File: src/rtl/dmem_sram_bridge_pkg.sv
// Shared types for the data-memory bus bridge: SRAM-like bus request/response
// bundles, access size encoding and the bridge handshake states.
package dmem_sram_bridge_pkg;

    localparam int DBUS_ADDR_W = 32;
    localparam int DBUS_DATA_W = 32;

    typedef enum logic [1:0] {
        MSIZE_B = 2'd0,
        MSIZE_H = 2'd1,
        MSIZE_W = 2'd2
    } msize_t;

    typedef enum logic [1:0] {
        DM_IDLE = 2'd0,
        DM_REQ  = 2'd1,
        DM_WAIT = 2'd2,
        DM_DONE = 2'd3
    } dmem_state_t;

    typedef struct packed {
        logic                   req;
        logic                   wr;
        logic [1:0]             size;
        logic [DBUS_ADDR_W-1:0] addr;
        logic [DBUS_DATA_W-1:0] wdata;
    } dbus_req_t;

    typedef struct packed {
        logic                   addr_ok;
        logic                   data_ok;
        logic [DBUS_DATA_W-1:0] rdata;
    } dbus_resp_t;

endpackage

File: src/rtl/dmem_sram_bridge.sv
// Turns the M stage's single-cycle load/store into one SRAM-like bus transaction
// (address phase, then data phase) and stalls M until the data phase completes.
module dmem_sram_bridge
    import dmem_sram_bridge_pkg::*;
#(
    parameter int ADDR_W = 32,
    parameter int DATA_W = 32
) (
    input  logic              clk,
    input  logic              reset,
    input  logic              mem_ren,
    input  logic              mem_wen,
    input  logic [1:0]        mem_size,
    input  logic [ADDR_W-1:0] mem_addr,
    input  logic [DATA_W-1:0] mem_wdata,
    input  logic              mem_kill,
    input  logic              mem_advance,
    output logic [DATA_W-1:0] mem_rdata,
    output logic              mem_stall,
    output logic              data_req,
    output logic              data_wr,
    output logic [1:0]        data_size,
    output logic [ADDR_W-1:0] data_addr,
    output logic [DATA_W-1:0] data_wdata,
    input  logic              data_addr_ok,
    input  logic              data_data_ok,
    input  logic [DATA_W-1:0] data_rdata
);

    dmem_state_t       state_q, state_d;
    logic              drain_q, drain_d;
    logic              data_req_q, data_req_d;
    logic              data_wr_q, data_wr_d;
    logic [1:0]        data_size_q, data_size_d;
    logic [ADDR_W-1:0] data_addr_q, data_addr_d;
    logic [DATA_W-1:0] data_wdata_q, data_wdata_d;
    logic [DATA_W-1:0] mem_rdata_q, mem_rdata_d;
    logic              req_valid_s;
    logic              done_s;
    logic              discard_s;
    logic              mem_stall_s;
    logic [DATA_W-1:0] mem_rdata_s;

    // Next-state, latched request copy and the combinational stall/rdata view.
    always_comb begin
        req_valid_s  = (mem_ren | mem_wen) & ~mem_kill;
        state_d      = state_q;
        drain_d      = drain_q;
        data_req_d   = data_req_q;
        data_wr_d    = data_wr_q;
        data_size_d  = data_size_q;
        data_addr_d  = data_addr_q;
        data_wdata_d = data_wdata_q;
        mem_rdata_d  = mem_rdata_q;
        mem_stall_s  = 1'b0;
        mem_rdata_s  = mem_rdata_q;
        // A data phase only counts in REQ when the address phase is accepted too.
        done_s       = (state_q == DM_REQ)  ? (data_addr_ok & data_data_ok) :
                       (state_q == DM_WAIT) ? data_data_ok : 1'b0;
        discard_s    = drain_q | mem_kill;

        case (state_q)
            DM_IDLE: begin
                mem_stall_s = req_valid_s;
                if (req_valid_s) begin
                    state_d      = DM_REQ;
                    data_req_d   = 1'b1;
                    data_wr_d    = mem_wen;
                    data_size_d  = mem_size;
                    data_addr_d  = mem_addr;
                    data_wdata_d = mem_wdata;
                end else begin
                    state_d = DM_IDLE;
                end
            end
            DM_REQ, DM_WAIT: begin
                if (drain_q) begin
                    mem_stall_s = req_valid_s;
                end else begin
                    mem_stall_s = ~done_s;
                    if (done_s) begin
                        mem_rdata_s = data_rdata;
                    end else begin
                        mem_rdata_s = mem_rdata_q;
                    end
                end
                if ((state_q == DM_REQ) && data_addr_ok) begin
                    data_req_d = 1'b0;
                end else begin
                    data_req_d = data_req_q;
                end
                if (done_s) begin
                    drain_d = 1'b0;
                    state_d = discard_s ? DM_IDLE : DM_DONE;
                    if (!discard_s && !data_wr_q) begin
                        mem_rdata_d = data_rdata;
                    end else begin
                        mem_rdata_d = mem_rdata_q;
                    end
                end else begin
                    drain_d = drain_q | mem_kill;
                    if ((state_q == DM_REQ) && data_addr_ok) begin
                        state_d = DM_WAIT;
                    end else begin
                        state_d = state_q;
                    end
                end
            end
            DM_DONE: begin
                if (mem_kill || mem_advance) begin
                    state_d = DM_IDLE;
                end else begin
                    state_d = DM_DONE;
                end
            end
            default: begin
                state_d    = DM_IDLE;
                drain_d    = 1'b0;
                data_req_d = 1'b0;
            end
        endcase
    end

    // Bridge state and registered bus request fields.
    always_ff @(posedge clk) begin
        if (reset) begin
            state_q      <= DM_IDLE;
            drain_q      <= 1'b0;
            data_req_q   <= 1'b0;
            data_wr_q    <= 1'b0;
            data_size_q  <= 2'd0;
            data_addr_q  <= '0;
            data_wdata_q <= '0;
            mem_rdata_q  <= '0;
        end else begin
            state_q      <= state_d;
            drain_q      <= drain_d;
            data_req_q   <= data_req_d;
            data_wr_q    <= data_wr_d;
            data_size_q  <= data_size_d;
            data_addr_q  <= data_addr_d;
            data_wdata_q <= data_wdata_d;
            mem_rdata_q  <= mem_rdata_d;
        end
    end

    assign mem_rdata  = mem_rdata_s;
    assign mem_stall  = mem_stall_s;
    assign data_req   = data_req_q;
    assign data_wr    = data_wr_q;
    assign data_size  = data_size_q;
    assign data_addr  = data_addr_q;
    assign data_wdata = data_wdata_q;

endmodule

File: config.mk
export PLATFORM = sky130hd
export DESIGN_NAME = dmem_sram_bridge
export DESIGN_NICKNAME = d
export VERILOG_FILES = /design/src/rtl/dmem_sram_bridge_pkg.sv /design/src/rtl/dmem_sram_bridge.sv
export SDC_FILE = /design/constraint.sdc
export NUM_CORES = 1
export LEC_CHECK = 0
export BUFFER_PORTS_ARGS = -buffer_cell sky130_fd_sc_hd__buf_2
export CORE_ASPECT_RATIO = 1.2
export CORE_UTILIZATION = 42
export DETAILED_ROUTE_END_ITERATION = 10
export GPL_ROUTABILITY_DRIVEN = 0
export GPL_TIMING_DRIVEN = 0
export PLACE_DENSITY = 0.82
export RECOVER_POWER = 25
export SLEW_MARGIN = 15
export SYNTH_ARGS = -nofsm -noshare
export SYNTH_HDL_FRONTEND = slang
export SYNTH_SLANG_ARGS = --single-unit
export TNS_END_PERCENT = 50
File: constraint.sdc
create_clock -name clk -period 1.9 [get_ports clk]
set_input_delay 0.19 -clock clk [delete_from_list [all_inputs] [get_ports clk]]
set_output_delay 0.19 -clock clk [all_outputs]
set_load 0.005 [all_outputs]
==> flow_summary.json <==
{
  "outcome": "complete, but fails checks",
  "violations": "negative setup slack",
  "ys_ff_latch": 103,
  "ant_nets": 0,
  "most_used_dff_post_synth": "dfxtp_1",
  "final_nets": 848,
  "grt_use_total_pct": 20.5,
  "setup-violations-final": 33,
  "overflow": 0,
  "distinct_cell_type_count_after_synthesis": 31,
  "achievable-frequency_mhz": 432,
  "power.ir.vdd_worst_v": 0.000538,
  "tritoncts_clock_tree": "done",
  "worstReg2RegEnd": "mem_rdata_q[12]$_SDFFE_PP0P_",
  "crit_end_category": "primary output",
  "syn_to_final_growth_pct": 41.4,
  "largest_family_of_logic_cells_by_synthesized_area": "simple AND/OR/NAND/NOR gates",
  "finalCritPeriodShare_pct": 122,
  "critical_path.n_buffers_inverters": 4,
  "floorplan.die.width_microns": 94.3,
  "grt_pass1_vias": 3832,
  "r2r_setup_slack_ns": 0.05,
  "design.core.area_sq_um": 9960,
  "critical_path_cell_by_cell": "inv_4, ha_4, mux2_4, and4b_1, buf_6, buf_12, mux2_4, buf_6",
  "start_util_pct": 43.1,
  "maxSlewViolCount": 0,
  "final.setup_skew_ns": 0.00418,
  "route.detailed.vias_per_inst": 4.77,
  "worst_path_largest_cell_delay_ns": 0.38,
  "route.detailed.drc": 0,
  "power.density_nw_per_um2": 917,
  "detailroute.via_count": 4137,
  "ctsLongestPathBuffers": 2,
  "cell_family_with_the_largest_share_of_critical_path_delay": "multiplexers",
  "cts_sinks": 103,
  "r2r-start": "state_q[1]$_SDFFE_PP0P_",
  "initial_drt_markers": 106,
  "antenna_violations_before_repair": 0,
  "critical_path_depth": 8,
  "totalWireLength_microns": 11200,
  "fillerInstances": 906,
  "die_height_microns": 113,
  "synthSimpleGateAreaFrac_pct": 19.5,
  "cts_buffers": 9,
  "power.static_leakage_uw": 0.00267,
  "cts_hold_buf": 0,
  "max-cap-violations": 0,
  "postSynthNetCount": 623,
  "dp.final_hpwl_microns": 8110,
  "max_slew_margin_pct": 63.5,
  "final_hold_violating_endpoints": 0,
  "syn_inst": 511,
  "yosysWarningCount": 0,
  "criticalPathCategory": "flop to primary output",
  "critical_path.max_fanout": 10,
  "critical_path.endpoint": "mem_rdata[11]",
  "syn-mean-instance-area_sq_um": 8.40,
  "total_instance_count_after_detailed_placement": 842,
  "post-route-min-period_ns": 2.32,
  "synth_edf_count": 0,
  "drt_first_pass_iters": 6,
  "least_margin_pin_slew_ns": 0.547,
  "synth_fa_ha_area_share_pct": 1.75,
  "async_reset_ff_share_pct": 0,
  "rsz0062_at_grt": "true",
  "register_area_sq_um": 2070,
  "synthXorXnorAreaFrac_pct": 0,
  "clock_tree_root_driver_cell": "clkbuf_16",
  "final_core_utilization_pct": 60.9,
  "synth.mux.area_fraction_pct": 11.4,
  "final_critical_path_setup_slack_ns": -0.415,
  "boundaryPins": 207,
  "synthesis.area_sq_um": 4290,
  "post_drt_wl_per_cell_microns": 12.9,
  "placement.io_buffers": 205,
  "crit_path_start_kind": "flop",
  "grt_start_max_net_pins": 17,
  "ctsHtreeMaxLevel": 3,
  "worst_path_max_delay_cell": "dfxtp_4",
  "first_pass_grt_wire_length_microns": 17300,
  "placement_rows": 40,
  "multiInputGateArea_sq_um": 2030,
  "min-delay-path-class": "input pin to flop",
  "worst-endpoint-required_ns": 1.71,
  "synth_compound_gate_area_share_pct": 13.9,
  "finalNonFillerCells": 867,
  "clk_latency_ns": 0.33,
  "diodes": 0,
  "drive_above_1_share_pct": 36.6,
  "timing.critical_path.arrival_ns": 2.13,
  "design.die.area_sq_um": 10600,
  "synth-seq-area-share_pct": 48.1,
  "clkSlewWorstSetupHoldPaths_ns": 0.07,
  "r2r.worst_path.cells": 9,
  "startpoint": "state_q[1]$_SDFFE_PP0P_"
}
## Yosys cell counts, drive strengths merged, types with 2 or more instances
master | instances | area (sq um)
mux2 | 33 | 488
ha | 6 | 75.1
buf | 19 | 153
nand2 | 203 | 762
nor2 | 3 | 11.3
o211ai | 2 | 15.0
dfxtp | 103 | 2060
a311oi | 2 | 17.5
clkbuf | 19 | 71.3
inv | 3 | 11.3
o21ai | 2 | 10.0
a21oi | 102 | 510
## kinds of logic (layout without fill, tap and decap cells)
group | Yosys count | in the layout
adders and majority gates | 6 | 6
AOI/OAI and AO/OA | 113 | 113
muxes | 33 | 33
buffers and inverters | 41 | 271
and+or+nand+nor | 215 | 215
DFF | 103 | 103
## layout by cell type, fill, tap and decap left out, types with 2 or more instances in the layout
master and n:
ha_1 3, a21oi_1 102, mux2_2 2, buf_4 12
a311oi_1 2, o211ai_1 2, clkbuf_2 3, o21ai_0 2
clkinv_4 2, clkbuf_16 9, nor2_1 3, ha_4 3
buf_12 3, buf_2 163, buf_1 4, mux2_4 31
clkbuf_1 36, dfxtp_1 101, dfxtp_4 2, clkbuf_8 3
inv_4 2, nand2_1 203, buf_6 30
## worst min-delay path: stages
cell     delay, ns
buf_2         0.09
nand2_1       0.04
a21oi_1       0.05
## report_power, final
group          switching [uW]  internal, uW
sequential                114          2360
combinational             708           644
clock                     770           963
## cell type report
| cell class | instances | area share [%] |
|---|---|---|
| Sequential cell | 103 | 34.1 |
| Timing Repair Buffer | 214 | 20.9 |
| Buffer | 38 | 3.96 |
| Clock buffer | 12 | 4.23 |
| Inverter | 3 | 0.268 |
| Multi-Input combinational cell | 367 | 33.5 |
| Clock inverter | 4 | 0.495 |
| Tap cell | 126 | 2.60 |
## flip-flops by register name, summed over array words and instances (netlist names)
| signal | flops |
|---|---|
| data_wdata | 32 |
| data_size | 2 |
| data_wr | 1 |
| data_addr | 32 |
| drain_q | 1 |
| state_q | 2 |
| mem_rdata_q | 32 |
| data_req | 1 |
## how the worst min path moves through the flow
stage             startpoint  depth (start not counted)                     endpoint  slack (ns)
3_3_place_gp   mem_wdata[20]                          3  data_wdata[20]$_SDFFE_PP0P_        0.43
3_5_place_dp     mem_addr[5]                          3    data_addr[5]$_SDFFE_PP0P_        0.44
5_1_grt         mem_wdata[0]                          3   data_wdata[0]$_SDFFE_PP0P_        0.07
6_report       mem_wdata[10]                          3  data_wdata[10]$_SDFFE_PP0P_        0.09
2_1_floorplan   data_data_ok                          1         drain_q$_SDFFE_PP0N_        0.31
4_1_cts          mem_size[1]                          3    data_size[1]$_SDFFE_PP0P_        0.08
## per-layer routing
layer  up-vias  track usage (%)  routed length [microns]
met5         -                0                        0
met4         0             5.64                      125
met3        10             5.98                      757
met2       134             37.0                     5770
met1      1872             23.2                     4540
li1       2121                -                        -
## per-stage QoR
| step | hold slack, ns | cell area, sq um | setup WS (ns) | total power, uW | setup TNS (ns) |
|---|---|---|---|---|---|
| 6_report | 0.0894 | 6070 | -0.415 | 5560 | -12.82 |
| 2_1_floorplan | 0.306 | 4300 | 0.0140 | 3220 | 0 |
| 3_3_place_gp | 0.429 | 5480 | -0.180 | 3700 | -5.04 |
| 3_5_place_dp | 0.435 | 5480 | -0.192 | 3720 | -5.80 |
| 5_1_grt | 0.0730 | 6070 | -0.475 | 5880 | -14.63 |
| 4_1_cts | 0.0783 | 6020 | -0.420 | 5610 | -13.05 |
## what timing repair did
action / in CTS / in global routing
gates resized for setup: 34 / 15
pin swaps: 2 / 0
setup endpoints to repair: 60 / 61
setup buffers: 8 / 0
cloned: 1 / 0
Power figures use the tool's default switching activity.
